`src/rtl/elevator_car_controller.sv`:
```
// elevator_car_controller
// Car-motion stage that sits downstream of the direction calculator. It moves
// the car one floor at a time under a travel timer and opens the door for
// calls at the current floor. It pulses a one-hot clear back to the call
// register. currentFloor is owned here and feeds back to the direction
// calculator.
module elevator_car_controller #(
    parameter int TRAVEL_CYCLES = 4,
    parameter int DOOR_CYCLES   = 3
) (
    input  logic       clock,
    input  logic       reset,
    input  logic       direction,
    input  logic       shouldMove,
    input  logic [7:0] floorsCalled,
    output logic [2:0] currentFloor,
    output logic       moving,
    output logic       doorOpen,
    output logic       arrived,
    output logic [7:0] clearFloor
);

    // Zero-length timers behave as one cycle; the counter is 8 bits wide.
    localparam int TRAVEL_EFF = (TRAVEL_CYCLES < 1) ? 1 :
                                (TRAVEL_CYCLES > 255) ? 255 : TRAVEL_CYCLES;
    localparam int DOOR_EFF   = (DOOR_CYCLES < 1) ? 1 :
                                (DOOR_CYCLES > 255) ? 255 : DOOR_CYCLES;
    localparam logic [7:0] TRAVEL_LOAD = 8'(TRAVEL_EFF - 1);
    localparam logic [7:0] DOOR_LOAD   = 8'(DOOR_EFF - 1);

    typedef enum logic [1:0] {
        IDLE = 2'd0,
        MOVE = 2'd1,
        DOOR = 2'd2
    } state_t;

    state_t     state;
    logic       dir_reg;
    logic [7:0] counter;

    logic call_here;
    logic at_boundary;
    logic first_door_cycle;

    function automatic logic [7:0] one_hot(input logic [2:0] floor_idx);
        return 8'b0000_0001 << floor_idx;
    endfunction

    // Decode of the current-floor call and the top/bottom travel limits.
    // While clearFloor is pulsing the upstream register has not dropped the
    // bit yet, so that cycle must not count as a fresh re-call.
    always_comb begin
        call_here        = floorsCalled[currentFloor];
        at_boundary      = (direction  && (currentFloor == 3'd7)) ||
                           (!direction && (currentFloor == 3'd0));
        first_door_cycle = |clearFloor;
    end

    // Car FSM: state, timer, floor position and all registered outputs.
    always_ff @(posedge clock or posedge reset) begin
        if (reset) begin
            state        <= IDLE;
            dir_reg      <= 1'b0;
            counter      <= 8'd0;
            currentFloor <= 3'd0;
            moving       <= 1'b0;
            doorOpen     <= 1'b0;
            arrived      <= 1'b0;
            clearFloor   <= 8'h00;
        end else begin
            arrived    <= 1'b0;
            clearFloor <= 8'h00;
            case (state)
                IDLE: begin
                    if (arrived) begin
                        // Arrival cycle: hold still so the direction
                        // calculator can see the new floor before we act.
                        state <= IDLE;
                    end else if (call_here) begin
                        state      <= DOOR;
                        counter    <= DOOR_LOAD;
                        doorOpen   <= 1'b1;
                        clearFloor <= one_hot(currentFloor);
                    end else if (shouldMove && !at_boundary) begin
                        state   <= MOVE;
                        dir_reg <= direction;
                        counter <= TRAVEL_LOAD;
                        moving  <= 1'b1;
                    end
                end
                MOVE: begin
                    if (counter == 8'd0) begin
                        currentFloor <= dir_reg ? currentFloor + 3'd1
                                                : currentFloor - 3'd1;
                        state        <= IDLE;
                        moving       <= 1'b0;
                        arrived      <= 1'b1;
                    end else begin
                        counter <= counter - 8'd1;
                    end
                end
                DOOR: begin
                    if (!first_door_cycle && call_here) begin
                        // Someone pressed the call again: hold the door open.
                        counter    <= DOOR_LOAD;
                        clearFloor <= one_hot(currentFloor);
                    end else if (counter == 8'd0) begin
                        state    <= IDLE;
                        doorOpen <= 1'b0;
                    end else begin
                        counter <= counter - 8'd1;
                    end
                end
                default: begin
                    state    <= IDLE;
                    moving   <= 1'b0;
                    doorOpen <= 1'b0;
                end
            endcase
        end
    end

endmodule

```
`config.mk`:
```
export PLATFORM = sky130hd
export DESIGN_NAME = elevator_car_controller
export DESIGN_NICKNAME = d
export VERILOG_FILES = /design/src/rtl/elevator_car_controller.sv
export SDC_FILE = /design/constraint.sdc
export NUM_CORES = 1
export LEC_CHECK = 0
export ABC_AREA = 1
export CAP_MARGIN = 20
export CELL_PAD_IN_SITES_DETAIL_PLACEMENT = 1
export CELL_PAD_IN_SITES_GLOBAL_PLACEMENT = 2
export CORE_ASPECT_RATIO = 1.2
export CORE_MARGIN = 1
export CORE_UTILIZATION = 25
export DETAILED_ROUTE_END_ITERATION = 8
export GPL_ROUTABILITY_DRIVEN = 1
export PLACE_DENSITY = 0.69
export SYNTH_ARGS = -nofsm -noshare
export SYNTH_HDL_FRONTEND = slang
export SYNTH_SLANG_ARGS = --single-unit
export TNS_END_PERCENT = 5
```
`constraint.sdc`:
```
create_clock -name clock -period 2.95 [get_ports clock]
set_input_delay 0.4425 -clock clock [delete_from_list [all_inputs] [get_ports clock]]
set_output_delay 0.4425 -clock clock [all_outputs]
set_load 0.03 [all_outputs]
```
; ---- Word level (Yosys, flattened, before mapping)
; Index checks and enable logic that the tools add are counted.
; W data, S select, Z words.
[word_totals]
register_bits = 25
input_bits = 12
word_cells = 78
out_inout_bits = 14
[classes]
n_shift = 1
bitwise_logic = 4
add_sub_neg = 3
eq_ne = 12
order_cmp = 1
muxes = 30
n_reduce_logical = 19
[op_table]
columns = operator, count
row1 = $mux W8, 8
row2 = $pmux W8 S3, 1
row3 = $pmux W8 S2, 1
row4 = $ne A2 B2 Y1 const B, 7
row5 = $mux W1, 10
row6 = $mux W2, 5
row7 = $reduce_and A5 Y1, 2
row8 = $logic_not A8 Y1, 1
row9 = $reduce_or A8 Y1, 1
row10 = $shl A1 B3 Y8 const A, 1
row11 = $sub A8 B1 Y8 const B, 1
row12 = $pmux W1 S3, 2
row13 = $pmux W2 S3, 1
row14 = $logic_and A1 B1 Y1, 4
row15 = $lt A3 B4 Y1 const B, 1
row16 = $ne A4 B4 Y1 const B, 1
row17 = $not A1 Y1, 4
row18 = $reduce_and A2 Y1, 2
row19 = $reduce_and A4 Y1, 1
row20 = $add A3 B1 Y3 const B, 1
row21 = $bmux W1 S3, 1
row22 = $eq A3 B3 Y1 const B, 1
row23 = $logic_not A1 Y1, 3
row24 = $logic_not A3 Y1, 1
row25 = 9 further kinds, 9

; ---- Logic depth before layout (Yosys ltp)
[logic_depth]
word_depth = 9
ltp_mapped = 13
mapped_depth_nobuf = 12

; ---- Least setup slack after synthesis
; No wires, ideal clock.
[synth_timing]
path_kind = reg2reg
start = register currentFloor[0]
end = register counter[0]
path_slack_ps = 1308
path_stages_with_launch = 13
period_less_slack_ps = 1642
t_arrival_ps = 1523
path_cell_list = dfrtp_1 -> buf_6 -> inv_2 -> nand2_1 -> nand2_1 -> nand2_1 -> nand3_4 -> nand2_4 -> nand2_4 -> nand2_4 -> inv_4 -> nor2_1 -> a21oi_2
[synth_between]
elab_chain_cells = 7
[synth_rtl]
columns = element, line_no
row1 = from (decl), 16  ; output logic [2:0] currentFloor,
row2 = from (signal assigned), 93  ; currentFloor <= dir_reg ? currentFloor + 3'd1
row3 = branches (longest 7 deep; another with $mux W8), n/a
row4 = to (signal assigned), 99  ; counter <= counter - 8'd1;
row5 = to (signal assigned), 111  ; counter <= counter - 8'd1;
row6 = to (decl), 39  ; logic [7:0] counter;
; Several ways; the timed one is not identified. The select of a mux whose other input is x is not followed.
; A chain may end at the register's enable or synchronous reset.

; ---- Final worst setup path
[layout_timing]
start = register currentFloor[0]
end = output port currentFloor[0]
; No word-level cell between the ends.

==> results.sh <==
export IMPL_status="complete, no violations"
export IMPL_post_place_cells=343
export IMPL_postCtsSetupRepairBufs=0
export IMPL_synthCells=235
export IMPL_grt_max_degree=26
export IMPL_ys_seq_area_share_pct=36.7
export IMPL_drt_iter0_markers=57
export IMPL_fin_tns_setup_ps=0
export IMPL_post_drt_wl_per_cell_um=12.8
export IMPL_synth_area_um2=1700
export IMPL_num_vias=1533
export IMPL_vias_per_cell=4.42
export IMPL_rr_worst_depth=11
export IMPL_crit_type="reg2out"
export IMPL_r2r_slack_ps=1100
export IMPL_cts_hold_fix_buffers=0
export IMPL_firstDrtPassIters=4
export IMPL_antenna_found_initial=0
export IMPL_cellLeakagePower_nw=1.03
export IMPL_synthesis_nets=253
export IMPL_insertedDiodeCount=0
export IMPL_r2r_start="currentFloor[0]"
export IMPL_dpl_hpwl_um=3600
export IMPL_critical_path_max_fanout=12
export IMPL_final_common_cell="nand2_1"
export IMPL_drt_wl_total_um=4440
export IMPL_cp_slowest_stage_delay_ps=770
export IMPL_fp_dieW_um=77.3
export IMPL_max_freq_mhz=459
export IMPL_layout_min_cycle_time_ps=2180
export IMPL_p_total_w=0.00249
export IMPL_cp_start_kind="flip-flop"
export IMPL_rows=32
export IMPL_top_layer_used="met4"
export IMPL_syn_avg_cell_area_um2=7.25
export IMPL_clockBufferDepth=2
export IMPL_fp_coreArea_um2=6490
export IMPL_endpoint_kind="primary output"
export IMPL_drv_cap=0
export IMPL_path_cells="clkdlybuf4s50_1"
export IMPL_fp_dieH_um=92.4
export IMPL_drc=0
export IMPL_arrival_ps=1740
export IMPL_syn_to_final_growth_pct=23.2
export IMPL_reg2reg_to="counter[7]"
export IMPL_fin_skew_ps=5.85
export IMPL_drive_gt1_share_pct=12.2
export IMPL_ir_worst_vdd_v=0.000407
export IMPL_gr_total_overflow=0
export IMPL_layout_cells_non_filler=347
export IMPL_clockRootBuffer="clkbuf_8"
export IMPL_gp_congestion=0.741
export IMPL_ys_types=26
export IMPL_tightest_slew_ps=522
export IMPL_post_cts_resized=0
export IMPL_setup_viol_count_final=0
export IMPL_maxSlewHeadroom_pct=65.2
export IMPL_portBuffers=25
export IMPL_grt_pass1_wl_um=7940
export IMPL_fin_ws_ps=771
export IMPL_cts_buffers=3
export IMPL_initial_core_util_pct=26.3
export IMPL_met1_length_um=2180
export IMPL_worst_hold_path_type="in2async"
export IMPL_pre_cts_ws_ps=983
export IMPL_finalMaxSlewViolations=0
export IMPL_fin_crit_sh_pct=73.9
export IMPL_die_area_um2=7150
export IMPL_crit_family="buffers and inverters"
export IMPL_postLayoutCoreUtil_pct=32.3
export IMPL_met2_length_um=2090
export IMPL_required_ps=2510
export IMPL_critPathBufInv=1
export IMPL_clk_pin_slew_ps=100
export IMPL_largestRegisters="clearFloor: 8 flops, counter: 8 flops, currentFloor: 3 flops"
export IMPL_track_usage_pct=14.1
export IMPL_grt_pass1_vias=1637
export IMPL_worstSkewPairLatency_ps=280
export IMPL_cts_sinks=25
export IMPL_rsz0062_at_grt="no"
export IMPL_power_density_nw_per_um2=1190
export IMPL_drtAntennaViolNets=0
export IMPL_nets=281
export IMPL_cts_tree="done"
export IMPL_ios=26
export IMPL_h_tree_depth=1
export IMPL_yosys_warnings=0
export IMPL_wl_met3_um=99
export IMPL_hold_viol=0
export IMPL_cp_slowest_cell="clkdlybuf4s50_1"
export IMPL_synth_seq_cells=25
export IMPL_final_cell_mix="nand2_1, inv_1, nor2_1, dfrtp_1, clkdlybuf4s50_1"
## cell families after synthesis
family                     Yosys count  share of synthesized area, %
buffers and inverters               38                          8.96
adders and majority gates            6                          4.85
and+or+nand+nor                    148                          43.1
DFF                                 25                          36.7
AOI/OAI and AO/OA                   14                          4.34
xor gates and xnor gates             4                          2.06
## worst max-delay path by stage
| stage | start | endpoint | slack, ps | depth (start not counted) |
|---|---|---|---|---|
| after floorplan | currentFloor[0] | counter[0] | 1310 | 12 |
| after global placement | floorsCalled[3] | state[1] | 1010 | 10 |
| after detailed placement | floorsCalled[5] | clearFloor[6] | 980 | 9 |
| after CTS | currentFloor[0] | currentFloor[0] | 740 | 1 |
| after global routing | currentFloor[0] | currentFloor[0] | 650 | 1 |
| final | currentFloor[0] | currentFloor[0] | 770 | 1 |
## worst reg2reg max path: cells and delay by family, from the launching register on
family        cells  cell delay (ps)
flops             1              680
buf+inv           2              200
simple gates      9              860
## metrics by stage
| step | area, µm² | hold WS (ps) |
|---|---|---|
| finish | 2100 | 502 |
| global route | 2100 | 559 |
| CTS | 2100 | 523 |
| detailed placement | 2050 | 505 |
| global placement | 2050 | 489 |
| floorplan | 1700 | 459 |
## metal layers
| metal | vias up | GRT usage [%] |
|---|---|---|
| met5 | - | 0 |
| met4 | 0 | 4.72 |
| met3 | 5 | 1.67 |
| met2 | 18 | 23.6 |
| met1 | 723 | 18.7 |
| li1 | 787 | - |
## Yosys cell counts
| library cell | number | area share [%] |
|---|---|---|
| nand2_1 | 67 | 15 |
| inv_1 | 29 | 6.4 |
| dfrtp_1 | 25 | 37 |
| nor2_1 | 25 | 5.5 |
| nand3_1 | 21 | 6.2 |
| nor3_1 | 9 | 2.6 |
| o21ai_0 | 7 | 2.1 |
| ha_1 | 5 | 3.7 |
| inv_2 | 5 | 1.1 |
| nand4_1 | 5 | 1.8 |
| nor2_2 | 5 | 1.8 |
| nor2_4 | 5 | 3.3 |
| a21oi_1 | 4 | 1.2 |
| nand2_2 | 3 | 1.1 |
| nand2_4 | 3 | 2.0 |
| nand3_4 | 3 | 3.1 |
| xor2_1 | 3 | 1.5 |
| clkbuf_1 | 2 | 0.44 |
| o21ai_1 | 2 | 0.59 |
| a21oi_2 | 1 | 0.51 |
| buf_6 | 1 | 0.66 |
| fa_1 | 1 | 1.2 |
| inv_4 | 1 | 0.37 |
| nand3b_1 | 1 | 0.44 |
| or2_2 | 1 | 0.37 |
| xnor2_1 | 1 | 0.51 |
## report_power, final
group	total, W	internal [W]	switching [W]
Clock	0.000227	0.0000994	0.000127
Sequential	0.000580	0.000453	0.000126
Combinational	0.00168	0.000558	0.00112
## area by class of cell
| type | count | area [µm²] |
|---|---|---|
| timing repair buffer | 26 | 258 |
| inverter | 35 | 134 |
| multi-input combinational | 172 | 925 |
| fill | 829 | 4390 |
| clock inverter | 1 | 8.76 |
| sequential | 25 | 626 |
| tap | 85 | 106 |
| clock buffer | 3 | 41.3 |
No activity file was read; power rests on OpenSTA's default activity.
